--- src/rtl/popcount_sequencer.sv ---
// popcount_sequencer: multi-cycle population count that time-shares one 15:4 counter over 15-bit slices.
// Optional build macro POPCOUNT_EARLY_EXIT_EN: finish as soon as the remaining slices are all zero.

module counter15 (
   input  logic [14:0] bits_in,
   output logic [3:0]  count
);

   function automatic logic [1:0] fa(input logic a, input logic b, input logic c);
      return {(a & b) | (a & c) | (b & c), a ^ b ^ c};
   endfunction

   logic [4:0] s1;
   logic [4:0] c1;
   logic [1:0] f5, f6, f7, f8, f9, f10;

   // Five full adders compress the inputs into weight-1 sums and weight-2 carries,
   // then the columns are reduced down to a single 4-bit count.
   always_comb begin
      s1 = '0;
      c1 = '0;
      for (int i = 0; i < 5; i++) begin
         {c1[i], s1[i]} = fa(bits_in[3*i], bits_in[3*i+1], bits_in[3*i+2]);
      end
      f5  = fa(s1[0], s1[1], s1[2]);
      f6  = fa(s1[3], s1[4], f5[0]);
      f7  = fa(c1[0], c1[1], c1[2]);
      f8  = fa(c1[3], c1[4], f5[1]);
      f9  = fa(f7[0], f8[0], f6[1]);
      f10 = fa(f7[1], f8[1], f9[1]);
      count = {f10[1], f10[0], f9[0], f6[0]};
   end

endmodule

module popcount_sequencer #(
   parameter  int IN_WIDTH = 60,
   localparam int NSLICE   = (IN_WIDTH + 14) / 15,
   localparam int CW       = $clog2(IN_WIDTH + 1)
) (
   input  logic                clk,
   input  logic                rst_n,
   input  logic                in_valid,
   output logic                in_ready,
   input  logic [IN_WIDTH-1:0] in_data,
   output logic                out_valid,
   input  logic                out_ready,
   output logic [CW-1:0]       out_count,
   output logic                busy
);

   localparam int PADW = NSLICE * 15;
   localparam int IW   = (NSLICE > 1) ? $clog2(NSLICE) : 1;
   localparam int SW   = (CW > 4) ? CW : 4;

   typedef enum logic [1:0] {IDLE, RUN, DONE} state_t;

   state_t          state_q, state_d;
   logic [PADW-1:0] sr_q, sr_d;
   logic [CW-1:0]   acc_q, acc_d;
   logic [IW-1:0]   idx_q, idx_d;
   logic [3:0]      slice_cnt;
   logic [PADW-1:0] sr_shifted;
   logic [SW-1:0]   acc_sum;
   logic            last_slice;

   counter15 u_counter15 (
      .bits_in (sr_q[14:0]),
      .count   (slice_cnt)
   );

   always_comb begin
      sr_shifted = sr_q >> 15;
      // Sum is formed at least 4 bits wide; the total never exceeds IN_WIDTH, so narrowing to CW is lossless.
      acc_sum    = SW'(acc_q) + SW'(slice_cnt);
`ifdef POPCOUNT_EARLY_EXIT_EN
      last_slice = (sr_shifted == '0) || (idx_q == IW'(NSLICE - 1));
`else
      last_slice = (idx_q == IW'(NSLICE - 1));
`endif

      state_d   = state_q;
      sr_d      = sr_q;
      acc_d     = acc_q;
      idx_d     = idx_q;
      in_ready  = 1'b0;
      out_valid = 1'b0;
      busy      = 1'b0;

      case (state_q)
         IDLE: begin
            in_ready = 1'b1;
            if (in_valid) begin
               sr_d    = PADW'(in_data);
               acc_d   = '0;
               idx_d   = '0;
               state_d = RUN;
            end
         end
         RUN: begin
            busy  = 1'b1;
            sr_d  = sr_shifted;
            acc_d = CW'(acc_sum);
            idx_d = idx_q + IW'(1);
            if (last_slice) begin
               state_d = DONE;
            end
         end
         DONE: begin
            out_valid = 1'b1;
            if (out_ready) begin
               state_d = IDLE;
            end
         end
         default: state_d = IDLE;
      endcase
   end

   assign out_count = acc_q;

   always_ff @(posedge clk or negedge rst_n) begin
      if (!rst_n) begin
         state_q <= IDLE;
         sr_q    <= '0;
         acc_q   <= '0;
         idx_q   <= '0;
      end else begin
         state_q <= state_d;
         sr_q    <= sr_d;
         acc_q   <= acc_d;
         idx_q   <= idx_d;
      end
   end

endmodule

--- config.mk ---
export PLATFORM = sky130hd
export DESIGN_NAME = popcount_sequencer
export DESIGN_NICKNAME = d
export VERILOG_FILES = /design/src/rtl/popcount_sequencer.sv
export SDC_FILE = /design/constraint.sdc
export NUM_CORES = 1
export LEC_CHECK = 0
export CORE_MARGIN = 2
export CORE_UTILIZATION = 51
export DETAILED_ROUTE_END_ITERATION = 8
export PLACE_DENSITY = 0.8
export SLEW_MARGIN = 20
export SYNTH_ARGS = -nofsm -noshare
export SYNTH_HDL_FRONTEND = slang
export SYNTH_SLANG_ARGS = --single-unit
--- constraint.sdc ---
create_clock -name clk -period 5.6 [get_ports clk]
set_clock_uncertainty 0.15 [all_clocks]
set_input_delay 0.56 -clock clk [delete_from_list [all_inputs] [get_ports clk]]
set_output_delay 0.56 -clock clk [all_outputs]
set_load 0.005 [all_outputs]
==> results of run 1 <==
[power groups by stage]
stage	clock (µW)	combinational, µW	sequential, µW
2_1_floorplan	0	1260	814
3_5_place_dp	0	1570	877
4_1_cts	504	1580	867
5_1_grt	529	1800	895
6_report	500	1560	869
3_3_place_gp	0	1480	863
[sequential cells by signal, summed over array words and instances (netlist names)]
signal     count
sr_q          60
out_count      6
idx_q          2
state_q        2
[worst reg2reg max path, stage by stage (launching register included)]
cell and delay [ps]:
dfrtp_1 410, fa_1 560, inv_1 60, fa_1 430, fa_1 460, fa_1 390, inv_1 70, fa_1 410
ha_1 220, a211oi_1 270, nor3b_1 120, o211ai_1 210, mux2i_1 200
[layer usage]
metal	GRT usage, %	vias up
met3	4.33	8
met5	0	-
li1	-	1269
met2	34.2	73
met1	30.8	1308
met4	6.93	0
[cell families (layout without fill, tap and decap cells)]
group           count (synthesis)  after routing  synth area share [%]
fa+ha+maj                      17             17                  8.80
flops                          70             70                  50.9
mux                             2              2                 0.582
simple gates                   63             63                  8.25
buf+inv                        45            113                  6.80
compound gates                127            127                  24.4
xor+xnor                        1              1                 0.255
[cell type report]
cell class / count / share of cell area, %
Clock buffer: 10 / 3.14
Clock inverter: 6 / 2.48
Inverter: 20 / 1.71
Multi-Input combinational cell: 210 / 33.3
Sequential cell: 70 / 40.0
Tap cell: 77 / 2.20
Timing Repair Buffer: 77 / 17.2
[cells in the final DEF, fill, tap and decap left out, types with 5 or more instances in the layout]
| cell | n |
|---|---|
| a21oi_1 | 9 |
| a22o_1 | 18 |
| a22oi_1 | 45 |
| buf_4 | 5 |
| clkbuf_8 | 10 |
| clkdlybuf4s50_1 | 71 |
| dfrtp_1 | 70 |
| fa_1 | 12 |
| ha_1 | 5 |
| inv_1 | 19 |
| nand2_1 | 42 |
| nor2b_1 | 12 |
| o21ai_0 | 35 |
| o21ai_1 | 15 |
[per-stage QoR]
step	instance area [µm²]	util, %	cells	power [µW]	hold WS [ps]
2_1_floorplan	3440	-	325	2080	114
3_5_place_dp	4130	64.4	454	2450	320
4_1_cts	4380	68.2	470	2950	292
5_1_grt	4380	68.2	470	3230	317
3_3_place_gp	4130	64.4	454	2350	311
6_report	4380	68.2	470	2920	255
[how the worst max path moves through the flow]
stage | depth (start not counted) | slack [ps] | to | start
floorplan | 12 | 1720 | out_count[4]$_DFFE_PN0P_ | sr_q[0]$_DFFE_PN0P_
global placement | 12 | 1640 | out_count[4]$_DFFE_PN0P_ | sr_q[0]$_DFFE_PN0P_
detailed placement | 12 | 1570 | out_count[5]$_DFFE_PN0P_ | sr_q[0]$_DFFE_PN0P_
CTS | 12 | 1570 | out_count[5]$_DFFE_PN0P_ | sr_q[0]$_DFFE_PN0P_
global route | 12 | 1380 | out_count[5]$_DFFE_PN0P_ | sr_q[0]$_DFFE_PN0P_
finish | 12 | 1580 | out_count[5]$_DFFE_PN0P_ | sr_q[0]$_DFFE_PN0P_
[cells in the mapped netlist]
| cell | n |
|---|---|
| dfrtp_1 | 70 |
| a22oi_1 | 45 |
| nand2_1 | 42 |
| o21ai_0 | 35 |
| inv_1 | 19 |
| a22o_1 | 18 |
| o21ai_1 | 15 |
| nor2b_1 | 13 |
| fa_1 | 12 |
| buf_2 | 10 |
| a21oi_1 | 9 |
| buf_4 | 6 |
| clkbuf_1 | 5 |
| ha_1 | 5 |
| buf_6 | 4 |
| nor2_1 | 4 |
| mux2i_1 | 2 |
| a211oi_1 | 1 |
| and2b_1 | 1 |
| inv_2 | 1 |
| nand2b_1 | 1 |
| nand2b_2 | 1 |
| nor3b_1 | 1 |
| o211ai_1 | 1 |
| o21a_1 | 1 |
| o21bai_4 | 1 |
| o31ai_1 | 1 |
| xor2_1 | 1 |
==> results.yml, run 1 <==
outcome:
  status: "finished, final reports clean"
power:
  p_switching_uw: 1190
  switching_share_pct: 40.6
  internal_power_uw: 1740
  cellPowerDensity_mw_per_mm2: 668
  p_clk_share_pct: 17.1
  p_seq_share_pct: 29.7
  leakagePower_uw: 0.00191
  peakVddDrop_uv: 428
  comb_power_share_pct: 53.2
final_layout:
  nNetsFinal: 469
  regArea_mm2: 0.00175
  fill_cells: 512
  multiInputGateArea_mm2: 0.00146
  drive_gt1_share_pct: 6.62
  diodes: 0
  areaGrowthSynthToFinish_pct: 27.3
synth:
  syn_inst: 325
  yosysUniqueCellTypes: 28
  ys_seq_area_share_pct: 50.9
  syn_nets: 406
  syn_area_mm2: 0.00344
  synth_top_area_share_pct: 50.9
  ys_seq_elements: 70
  synth_warnings: 0
  synth_top_cell_by_area: "dfrtp_1"
  ys_top_cells_by_area: "dfrtp_1 (51%), a22oi_1 (9.8%), fa_1 (7.0%)"
  synth.avg_cell_area_um2: 10.6
setup_path:
  r2r_end: "out_count[5]$_DFFE_PN0P_"
  reg2reg_slack_ps: 1580
  cp_top_family: "adder cells"
  worst_ep_required_time_ps: 5720
  crit_buf_inv: 2
  path_cells: "fa_1 -> inv_1 -> fa_1 -> fa_1 -> fa_1 -> inv_1 -> fa_1 -> ha_1 -> a211oi_1 -> nor3b_1 -> o211ai_1 -> mux2i_1"
  critical_path_arrival_ps: 4140
  critPathSlowestCell: "fa_1"
  cp-end-kind: "flop"
  path_max_fanout: 3
  critical_path_class: "flop to flop"
  rr_startpoint: "sr_q[0]$_DFFE_PN0P_"
  startpoint_type: "flop"
  reg2regPathDepth: 12
  timing.critical_path.slowest_cell_delay_ps: 560
  cpMostUsedCell: "fa_1"
floorplan:
  dieHeight_um: 86.1
  dieWidth_um: 86.1
  die_area_mm2: 0.00742
  start_util_pct: 53.6
  io_pins: 73
  fp.coreArea_mm2: 0.00642
  rows: 29
route:
  via_per_inst: 5.66
  drc: 0
  maxUsedRoutingLayer: "met4"
  vias: 2658
  wl_um: 7480
  antenna_left: 0
  initialDrtViolationCount: 260
  wl_met1_um: 3530
  routedWlPerCell_um: 15.9
  wl_met2_um: 3550
  detail_route.first_pass.iterations: 4
  wl_met3_um: 317
placement:
  port_buffers: 72
  hpwlAfterDp_um: 5080
  dp_slack_ps: 1570
  globalplace.congestion: 0.786
clock_tree:
  path_clk_slew_ps: 80
  htreeDepth: 3
  cts_hold_buffers: 0
  insertion_delay_ps: 340
  cts_setup_buffers: 0
  cts_tree: "yes"
  clock_sinks: 70
  root_buffer: "clkbuf_8"
  cts_buffer_depth: 2
  cts_buffers: 9
  cts.repair.resized: 0
timing:
  max_slew.worst_pin.slew_ps: 891
  period_minus_slack_ps: 4020
  finalWorstSetupSlack_ps: 1580
  hold_violations: 0
  setup-tns-final_ps: 0
  max_slew_margin_pct: 40.6
  max_freq_mhz: 249
  setup_viol: 0
  fin_crit_sh_pct: 71.8
  rsz0062_at_grt: "no"
  slew_violations: 0
global_routing:
  grt_max_degree: 71
  grt_usage_pct: 21.8
  grt_overflow: 0
  grt_pass1_vias: 2658
  grt_pass1_wl_um: 12600
  antenna_found_initial: 0
run:
  maxCapViolCount: 0
hold_path:
  hold_class: "primary input to async pin"
(Power assumes the default switching activity.)
==> run 2, diff against run 1 <==
clock period = 4 ns   (was 5.6 ns; I/O delays follow)
==> results.yml, run 2 (synthesis gave the netlist of run 1 again) <==
global_routing:
  busiest_layer: "met2"
  grt_max_degree: 50
  grt_pass1_vias: 2830
  grt_overflow: 0
  grtUsageMet3_pct: 5.58
  grt_pass1_wl_um: 13300
  grt_usage_pct: 23.3
  use_met2_pct: 38.2
  grtUsageMet1_pct: 31.1
  antenna_found_initial: 0
route:
  wl_um: 8040
  initialDrtViolationCount: 172
  drc: 0
  via_per_inst: 5.71
  detail_route.first_pass.iterations: 5
  routedWlPerCell_um: 17.0
  vias: 2705
  antenna_left: 0
final_layout:
  fill_cells: 472
  mostFrequentLayoutCells: "clkdlybuf4s50_1 (71), dfrtp_1 (70), a22oi_1 (45)"
  drive_gt1_share_pct: 9.07
  layout_commonest_cell: "clkdlybuf4s50_1"
  diodes: 0
  largest_register_ffs: 60
  areaGrowthSynthToFinish_pct: 29.7
  top_register: "sr_q"
  fin_util_pct: 69.5
  nNetsFinal: 473
  regArea_mm2: 0.00175
  multiInputGateArea_mm2: 0.00150
power:
  p_seq_share_pct: 26.8
  peakVddDrop_uv: 666
  internal_power_uw: 2740
  comb_power_share_pct: 57.9
  p_switching_uw: 1920
  cellPowerDensity_mw_per_mm2: 1040
  leakagePower_uw: 0.00193
  switching_share_pct: 41.2
  p_clk_share_pct: 15.3
clock_tree:
  clock_sinks: 70
  path_clk_slew_ps: 80
  cts_buffers: 9
  root_buffer: "clkbuf_8"
  htreeDepth: 3
  insertion_delay_ps: 340
  cts_buffer_depth: 2
  cts_tree: "yes"
setup_path:
  worstSetupPathDepth: 12
  startpoint_type: "flop"
  crit_start: "sr_q[0]$_DFFE_PN0P_"
  critical_path_class: "flop to flop"
  critPathSlowestCell: "fa_1"
  path_max_fanout: 3
  path_cells: "fa_1 -> inv_1 -> fa_2 -> fa_1 -> fa_2 -> inv_1 -> fa_1 -> ha_4 -> a211oi_4 -> nor3b_2 -> o211ai_1 -> mux2i_1"
  cp_top_family: "adder cells"
  timing.critical_path.slowest_cell_delay_ps: 560
  critical_path_arrival_ps: 4040
  cpMostUsedCell: "fa_1"
  crit_buf_inv: 2
  reg2reg_slack_ps: 90
  rr_startpoint: "sr_q[0]$_DFFE_PN0P_"
  worst_ep_required_time_ps: 4120
  reg2regPathDepth: 12
  cp-end-kind: "flop"
timing:
  fin_crit_sh_pct: 97.9
  setup_viol: 0
  max_slew.worst_pin.slew_ps: 996
  max_freq_mhz: 255
  period_minus_slack_ps: 3910
  rsz0062_at_grt: "yes"
  slew_violations: 0
  finalWorstSetupSlack_ps: 85.4
  holdWs_ps: 330
  hold_violations: 0
  max_slew_margin_pct: 33.6
floorplan:
  fp.coreArea_mm2: 0.00642
  dieHeight_um: 86.1
  start_util_pct: 53.6
  io_pins: 73
  die_area_mm2: 0.00742
  dieWidth_um: 86.1
  rows: 29
hold_path:
  hold_class: "flop to flop"
  hp-start: "sr_q[38]$_DFFE_PN0P_"
  hold_depth: 2
outcome:
  status: "finished, final reports clean"
placement:
  dp_slack_ps: -58.9
  port_buffers: 72
  globalplace.congestion: 0.782
  hpwlAfterDp_um: 5530
run:
  maxCapViolCount: 0
[run 2: repair_timing]
item                       4_1_cts  5_1_grt
hold endpoints to repair         0       48
pin swaps                        0        1
setup endpoints to repair        2        2
setup buffers                    0        1
resized for setup                7        4
hold buffers                     0        1
[run 2: final cells by class]
class                           count  area share, %
Sequential cell                    70           39.3
Clock buffer                       13           3.56
Clock inverter                      3           2.02
Multi-Input combinational cell    210           33.7
Tap cell                           77           2.16
Timing Repair Buffer               81           17.7
Inverter                           20           1.68
[run 2: worst reg2reg max path, stage by stage (launching register included)]
cell and delay [ps]:
dfrtp_1 420, fa_1 560, inv_1 80, fa_2 410, fa_1 470, fa_2 350
inv_1 70, fa_1 450, ha_4 200, a211oi_4 200, nor3b_2 90, o211ai_1 210
mux2i_1 200
[run 2: power by group through the flow]
stage,registers [µW],clock network (µW),logic (µW)
5_1_grt,1280,749,3020
3_3_place_gp,1230,0,2070
6_report,1250,712,2700
2_1_floorplan,1140,0,1770
4_1_cts,1240,714,2680
3_5_place_dp,1250,0,2290
[run 2: through the flow]
step / setup TNS, ps / power (µW) / std cells / instance area (µm²)
after CTS: 0 / 4640 / 472 / 4430
final: 0 / 4660 / 474 / 4460
after floorplan: 0 / 2910 / 325 / 3440
after global placement: 0 / 3300 / 456 / 4150
after global routing: -44.9 / 5050 / 474 / 4460
after detailed placement: -79.4 / 3550 / 456 / 4150
[run 2: routing by layer]
layer	up-vias	routed length, µm	share of wire (%)
met3	16	376	4.7
met2	84	4060	50
met4	0	150	1.9
met5	-	0	0
li1	1275	-	-
met1	1330	3460	43
[run 2: worst paths after layout]
kind	endpoint
worst max-delay path	out_count[5]$_DFFE_PN0P_
worst min-delay path	sr_q[38]$_DFFE_PN0P_
worst max register to register	out_count[5]$_DFFE_PN0P_
worst min register to register	sr_q[38]$_DFFE_PN0P_
max in group asynchronous	sr_q[42]$_DFFE_PN0P_
min in group asynchronous	out_count[2]$_DFFE_PN0P_
==> run 3, diff against run 2 <==
ABC_AREA = 1   (was not set)
CAP_MARGIN = 30   (was not set)
GPL_ROUTABILITY_DRIVEN = 0   (was not set)
==> results.yml, run 3 <==
synth:
  synth_warnings: 0
  syn_nets: 444
  synth_flop_cell: "dfrtp_1"
  synth-async-reset-ratio_pct: 100
  yosysUniqueCellTypes: 26
  ys_seq_elements: 70
  ys_top_cells_by_count: "dfrtp_1 (70), inv_1 (52), nand3_1 (52)"
  ys_top_cells_by_area: "dfrtp_1 (51%), nand3_1 (7.5%), fa_1 (6.9%)"
  synth_top_area_share_pct: 50.7
  ys_seq_area_share_pct: 50.7
  synth_top_cell_by_area: "dfrtp_1"
  synth_edf_count: 0
  syn_area_mm2: 0.00346
  syn_inst: 363
  yosysMostFrequentCell: "dfrtp_1"
  synth.avg_cell_area_um2: 9.53
setup_path:
  rr_startpoint: "sr_q[8]$_DFFE_PN0P_"
  path_max_fanout: 4
  r2r_end: "out_count[5]$_DFFE_PN0P_"
  crit_buf_inv: 3
  worstSetupPathDepth: 16
  cp_top_family: "adder cells"
  reg2regPathDepth: 16
  crit_start: "sr_q[8]$_DFFE_PN0P_"
  path_cells: "fa_1 -> inv_2 -> fa_2 -> fa_1 -> fa_2 -> inv_2 -> fa_1 -> ha_4 -> nand2_1 -> nand2_2 -> nand2_1 -> nand3_2 -> nand2_2 -> nand2_2 -> nand2_2 -> inv_2"
  cp-end-kind: "flop"
  critical_path_class: "flop to flop"
  cpMostUsedCell: "nand2_2"
  reg2reg_slack_ps: 110
  critPathSlowestCell: "fa_1"
  timing.critical_path.slowest_cell_delay_ps: 560
  startpoint_type: "flop"
  critical_path_arrival_ps: 3980
  setup.worst_path.end: "out_count[5]$_DFFE_PN0P_"
  worst_ep_required_time_ps: 4090
route:
  antenna_left: 0
  vias: 2880
  drc: 0
  detail_route.first_pass.iterations: 4
  routedWlPerCell_um: 15.6
  wl_um: 8080
  via_per_inst: 5.57
  initialDrtViolationCount: 212
timing:
  max_freq_mhz: 257
  fin_crit_sh_pct: 97.2
  max_slew_margin_pct: 46.7
  hold_violations: 0
  slew_violations: 0
  rsz0062_at_grt: "yes"
  period_minus_slack_ps: 3890
  setup_viol: 0
  max_slew.worst_pin.slew_ps: 799
  setup-tns-final_ps: 0
global_routing:
  grt_max_degree: 52
  antenna_found_initial: 0
  grt_pass1_vias: 2810
  grt_usage_pct: 22.8
  grt_overflow: 0
  grt_pass1_wl_um: 13200
clock_tree:
  path_clk_slew_ps: 70
  cts_buffers: 9
  clock_sinks: 70
  cts_buffer_depth: 2
  root_buffer: "clkbuf_8"
  insertion_delay_ps: 330
  cts_tree: "yes"
  htreeDepth: 3
floorplan:
  rows: 30
  start_util_pct: 51.8
  io_pins: 73
  dieHeight_um: 86.3
  fp.coreArea_mm2: 0.00668
  die_area_mm2: 0.00746
  dieWidth_um: 86.3
placement:
  hpwlAfterDp_um: 5320
  port_buffers: 72
outcome:
  status: "finished, final reports clean"
hold_path:
  hold_class: "flop to flop"
final_layout:
  nNetsFinal: 513
  mostFrequentLayoutCells: "dfrtp_1 (70), clkdlybuf4s50_1 (70), nand3_1 (51)"
  diodes: 0
  top_register: "sr_q"
  areaGrowthSynthToFinish_pct: 29.6
  largest_register_ffs: 60
  drive_gt1_share_pct: 10.8
run:
  maxCapViolCount: 0
==> run 3: area by class of cell <==
cell class                 count  area [µm²]
inverter                      54         203
sequential                    70        1750
fill                         532        2200
clock buffer                  13         149
clock inverter                 3        43.8
multi-input combinational    215        1430
tap                           80         100
timing repair buffer          82         808
==> run 3: what timing repair did <==
item,in CTS,in global routing
buffers inserted,0,3
gates resized for setup,2,11
cloned,0,0
pin swaps,0,12
endpoints found under the setup margin,1,1
hold endpoints to repair,24,0
hold buffers,1,0
==> run 3: per-layer routing <==
| metal | vias to the layer above | global-route usage (%) | wire length, µm |
|---|---|---|---|
| met1 | 1409 | 31.1 | 3460 |
| met3 | 14 | 4.76 | 418 |
| met5 | - | 0 | 0 |
| li1 | 1362 | - | - |
| met2 | 95 | 36.5 | 4060 |
| met4 | 0 | 8.10 | 147 |
==> run 3: cell families (layout without fill, tap and decap cells) <==
kind of cell | count (synthesis) | count (layout) | share of synthesized area [%]
adder cells (fa/ha/maj) | 17 | 17 | 8.76
flip-flops | 70 | 70 | 50.7
AO/OA/AOI/OAI | 82 | 82 | 16.6
AND/OR/NAND/NOR | 116 | 116 | 14.6
buffers and inverters | 78 | 152 | 9.37
==> run 3: worst min-delay path by stage <==
stage                         start              endpoint  slack [ps]  cells past startpoint
6_report       sr_q[55]$_DFFE_PN0P_  sr_q[55]$_DFFE_PN0P_         340                      1
3_5_place_dp                  rst_n  sr_q[59]$_DFFE_PN0P_         290                      1
4_1_cts        sr_q[23]$_DFFE_PN0P_   sr_q[8]$_DFFE_PN0P_         350                      2
2_1_floorplan                 rst_n  idx_q[0]$_DFFE_PN0P_         -50                      0
5_1_grt        sr_q[55]$_DFFE_PN0P_  sr_q[55]$_DFFE_PN0P_         380                      1
3_3_place_gp   sr_q[56]$_DFFE_PN0P_  sr_q[56]$_DFFE_PN0P_         330                      1
==> run 3: per-stage QoR <==
step	std cells	setup WS (ps)	utilization, %	area (µm²)	hold slack, ps
final	517	111	67.1	4480	344
after global placement	496	141	62.8	4190	327
after floorplan	363	236	-	3460	-45.6
after detailed placement	497	22.0	63.2	4220	290
after global routing	517	-39.8	67.1	4480	381
after CTS	514	31.6	66.4	4440	345
Power of run 3 is not shown: default switching activity piles up to over one toggle a cycle in this logic, so the estimate is an artifact.
==> edit 1 (settings of run 1) <==
The 3 states of `state_t` get a one-hot encoding in 3 bits.
--- a/src/rtl/popcount_sequencer.sv
+++ b/src/rtl/popcount_sequencer.sv
@@ -55,3 +55,3 @@
 
-   typedef enum logic [1:0] {IDLE, RUN, DONE} state_t;
+   typedef enum logic [2:0] {IDLE = 3'b001, RUN = 3'b010, DONE = 3'b100} state_t;
 
Formal check against the unedited RTL: no difference found for any inputs over 10 cycles, from zero or initial values and one cycle with rst_n low; not proved beyond that.
==> edit 1 against run 1 <==
  * Design area decreased by 0.29%
  * Sequential cell count is 1 higher
  * Worst setup slack got worse by 0.068 ns
  * Via count is 4.9% higher
  * Total power rose by 4.6%
  * Area after synthesis is 0.69% higher
  * Hold slack lost 0.0012 ns
  * Cell count is 9.1% higher
  * Sequential share of layout area grew 0.72 points
  * Wire length rose by 4.4%
  * Largest cell class unchanged
  * Largest power group unchanged
==> edit 1: results (changes against run 1) <==
leakage power total = 1.99 nW (+3.9%)
most frequent cells after synthesis = nand2_1, dfrtp_1, nor2_1
VDD IR max = 0.391 mV (-8.7%)
First DRT Iteration DRCs = 223 (-14%)
drt total wl = 7810 um (+4.4%)
syn_nets = 446 (+9.9%)
Syn Inst Count = 365 (+12%)
max incr delay on CP = 0.53 ns (-0.03 ns)
GRT met3 Usage = 5.52% (+1.2 points)
post-synth cell types = 29 (+3.6%)
Max H-tree Level = 3 (unchanged)
routing usage on met1 = 31.6% (+0.76 points)
status = finished, final reports clean
via count = 2788 (+4.9%)
main area contributors after synthesis = dfrtp_1, nand2_1, a31oi_1, fa_1, nor2_1
hpwl dp = 5370 um (+5.7%)
sequential fraction of the synthesis area = 51.3% (+0.41 points)
vias in the first global route = 2708 (+1.9%)
Placed Instance Area = 4170 um2 (+0.88%)
fraction of layout cells with a size suffix above 1 = 6.47% (-0.15 points)
Worst Path Arrival = 4.22 ns (+0.08 ns)
nets = 509 (+8.5%)
RePlAce Congestion = 0.785 (-0.10%)
switching pwr = 1.31 mW (+10%)
first-pass GRT wire length = 13000 um (+3.5%)
Slew HR = 34.6% (-6.0 points)
-- edit 1: stage by stage --
| step | hold slack (ns) | utilization, % | worst slack, ns |
|---|---|---|---|
| after floorplan | 0.114 | - | 1.79 |
| after global placement | 0.315 | 62.4 | 1.71 |
| after detailed placement | 0.326 | 62.4 | 1.56 |
| after CTS | 0.279 | 65.4 | 1.54 |
| after global routing | 0.322 | 65.4 | 1.33 |
| final | 0.254 | 65.4 | 1.51 |
-- edit 1: path summary, 6_finish.rpt --
check,startpoint,end,slack (ns),cells after the start
min in group clk,sr_q[19]$_DFFE_PN0P_,sr_q[4]$_DFFE_PN0P_,0.34,2
hold / removal,rst_n,state_q[1]$_DFFE_PN0P_,0.25,2
hold reg to reg,sr_q[19]$_DFFE_PN0P_,sr_q[4]$_DFFE_PN0P_,0.34,2
setup reg to reg,sr_q[0]$_DFFE_PN0P_,out_count[5]$_DFFE_PN0P_,1.51,12
max in group asynchronous,rst_n,sr_q[54]$_DFFE_PN0P_,4.49,2
setup / recovery,sr_q[0]$_DFFE_PN0P_,out_count[5]$_DFFE_PN0P_,1.51,12
-- edit 1: critical path, delay by kind of cell, from the launching register on --
kind | cells | cell delay (ns)
AO/OA/AOI/OAI | 2 | 0.48
adder cells (fa/ha/maj) | 6 | 2.49
buffers and inverters | 2 | 0.13
flip-flops | 1 | 0.41
multiplexers | 1 | 0.22
AND/OR/NAND/NOR | 1 | 0.12
-- edit 1: cell families after synthesis --
| logic type | synth area share [%] |
|---|---|
| xor+xnor | 0.253 |
| mux | 0.578 |
| compound gates | 14.9 |
| flops | 51.3 |
| buf+inv | 6.93 |
| simple gates | 17.3 |
| fa+ha+maj | 8.74 |
-- edit 1: cell type report --
type / instances / area share (%)
clock inverters: 6 / 1.37
clock buffers: 10 / 3.15
inverters: 20 / 1.78
multi-input cells: 249 / 33.5
flip-flops and latches: 71 / 40.7
well taps: 80 / 2.29
repair buffers: 77 / 17.2
-- edit 1: power by group through the flow --
stage | Clock (mW) | Sequential (mW) | Combinational, mW
floorplan | 0 | 0.870 | 1.36
global placement | 0 | 0.898 | 1.59
detailed placement | 0 | 0.914 | 1.75
CTS | 0.419 | 0.906 | 1.76
global route | 0.441 | 0.936 | 1.99
finish | 0.414 | 0.908 | 1.74
-- edit 1: per-layer routing --
layer	vias up	wire length [um]
met5	-	0
met2	89	3820
met3	10	484
met1	1352	3430
met4	0	83
li1	1337	-
==> edit 2 (settings of run 1) <==
Without the edit above. The option `POPCOUNT_EARLY_EXIT_EN` is turned on by a define.
--- a/src/rtl/popcount_sequencer.sv
+++ b/src/rtl/popcount_sequencer.sv
@@ -2,2 +2,4 @@
 // Optional build macro POPCOUNT_EARLY_EXIT_EN: finish as soon as the remaining slices are all zero.
+
+`define POPCOUNT_EARLY_EXIT_EN
 
Check against the original RTL: not equivalent (Yosys sat finds a counterexample within 4 cycles, from zero or initial values and one cycle with rst_n low).
==> edit 2 against run 1 <==
  * Worst setup slack lost 0.048 ns
  * Critical path depth unchanged
  * Sequential cell count did not move
  * Design area grew 2.9%
  * Area after synthesis rose by 1.8%
  * Total power increased by 6.4%
  * Sequential share of layout area fell by 1.1 points
  * Wire length up 12%
  * Critical endpoint unchanged
  * Largest power group unchanged
==> edit 2: results (changes against run 1) <==
vias in the first global route = 2943 (+11%)
hpwl dp = 5860 um (+15%)
Async SR Flop Fraction = 100% (unchanged)
critical path peak fanout = 4 (+1)
syn_nets = 423 (+4.2%)
synth warn = 0 (unchanged)
leakage power total = 1.93 nW (+1.1%)
Worst Hold Class = in2async
most frequent cells after synthesis = dfrtp_1, a22oi_1, nand2_1
CTS Buf Count = 9 (unchanged)
Worst Path Arrival = 4.20 ns (+0.06 ns)
Slew HR = 41.3% (+0.72 points)
fraction of layout cells with a size suffix above 1 = 6.10% (-0.52 points)
worst skew pair latency = 0.35 ns
Reg2Reg Setup Slack = 1.53 ns (-0.05 ns)
# fillers = 517 (+0.98%)
Avg WL per Cell = 17.0 um (+7.0%)
Total Routing Usage GR = 24.5% (+2.7 points)
worst r2r dst = out_count[5]$_DFFE_PN0P_
sequential fraction of the synthesis area = 50.0% (-0.91 points)
post-synth cell types = 31 (+11%)
initial antenna violation count = 0 (unchanged)
critical path launch point = sr_q[0]$_DFFE_PN0P_
Detailed Routing Iterations Pass 1 = 4 (unchanged)
max reg flops = 60 (unchanged)
Hold WS = 0.238 ns (-0.0175 ns)
Sw Share = 41.4% (+0.87 points)
First DRT Iteration DRCs = 277 (+6.5%)
RePlAce Congestion = 0.822 (+4.6%)
Post-CTS Resized = 0 (unchanged)
vias per std cell = 5.83 (+3.2%)
drt total wl = 8350 um (+12%)
Mean Syn Cell Area = 10.2 um2 (-3.2%)
main area contributors after synthesis = dfrtp_1, a22oi_1, fa_1, o21ai_0, nand2_1
VDD IR max = 0.340 mV (-21%)
Placed Cells = 474 (+4.4%)
status = finished, final reports clean
first-pass GRT wire length = 14100 um (+12%)
endpoint class of the critical path = flip-flop
Max clock buf depth = 2 (unchanged)
Max H-tree Level = 3 (unchanged)
[edit 2: worst min-delay path by stage]
stage / from / end / cells past startpoint
after global routing: rst_n / out_count[1]$_DFFE_PN0P_ / 2
after detailed placement: sr_q[4]$_DFFE_PN0P_ / sr_q[4]$_DFFE_PN0P_ / 2
after CTS: rst_n / out_count[1]$_DFFE_PN0P_ / 2
final: rst_n / out_count[1]$_DFFE_PN0P_ / 2
after floorplan: rst_n / idx_q[0]$_DFFE_PN0P_ / 0
after global placement: sr_q[5]$_DFFE_PN0P_ / sr_q[5]$_DFFE_PN0P_ / 2
[edit 2: kinds of logic (layout without fill, tap and decap cells)]
group | count (synthesis) | count (layout) | share of synthesized area, %
xor gates and xnor gates | 1 | 1 | 0.250
muxes | 2 | 2 | 0.571
buffers and inverters | 45 | 113 | 5.75
adders and majority gates | 17 | 17 | 8.64
DFF | 70 | 70 | 50.0
AOI/OAI and AO/OA | 130 | 130 | 24.3
and+or+nand+nor | 77 | 77 | 10.5
[edit 2: routing by layer]
| layer | GRT usage, % | vias to the layer above | share of wire, % |
|---|---|---|---|
| met5 | 0 | - | 0 |
| met4 | 10.1 | 0 | 2.2 |
| met3 | 4.45 | 15 | 5.9 |
| met2 | 38.9 | 101 | 47 |
| met1 | 33.4 | 1380 | 44 |
| li1 | - | 1363 | - |
[edit 2: worst reg2reg max path, cell delays in order (launching register included)]
cell      delay [ns]
dfrtp_1         0.41
fa_1            0.55
inv_1           0.06
fa_1            0.44
fa_1            0.46
fa_1            0.41
inv_1           0.09
fa_1            0.42
ha_1            0.34
o21ai_0         0.19
nor2_1          0.08
o211ai_1        0.21
mux2i_1         0.20
[edit 2: cell type report]
| class | count | area, um2 | area share [%] |
|---|---|---|---|
| inverters | 20 | 75.1 | 1.67 |
| well taps | 80 | 100 | 2.22 |
| flip-flops and latches | 70 | 1750 | 38.9 |
| clock inverters | 6 | 134 | 2.97 |
| repair buffers | 77 | 753 | 16.7 |
| clock buffers | 10 | 128 | 2.83 |
| multi-input cells | 227 | 1560 | 34.7 |
[edit 2: per-stage QoR]
stage / setup slack, ns / area [um2] / util, %
6_report: 1.53 / 4510 / 67.1
5_1_grt: 1.31 / 4510 / 67.1
4_1_cts: 1.51 / 4510 / 67.1
3_5_place_dp: 1.54 / 4240 / 63.2
3_3_place_gp: 1.67 / 4240 / 63.2
2_1_floorplan: 1.75 / 3500 / -
[edit 2: power groups by stage]
| stage | Combinational [mW] | Sequential (mW) | Clock [mW] |
|---|---|---|---|
| 2_1_floorplan | 1.29 | 0.839 | 0 |
| 3_3_place_gp | 1.57 | 0.898 | 0 |
| 3_5_place_dp | 1.67 | 0.910 | 0 |
| 4_1_cts | 1.69 | 0.900 | 0.541 |
| 5_1_grt | 1.92 | 0.930 | 0.559 |
| 6_report | 1.67 | 0.903 | 0.534 |
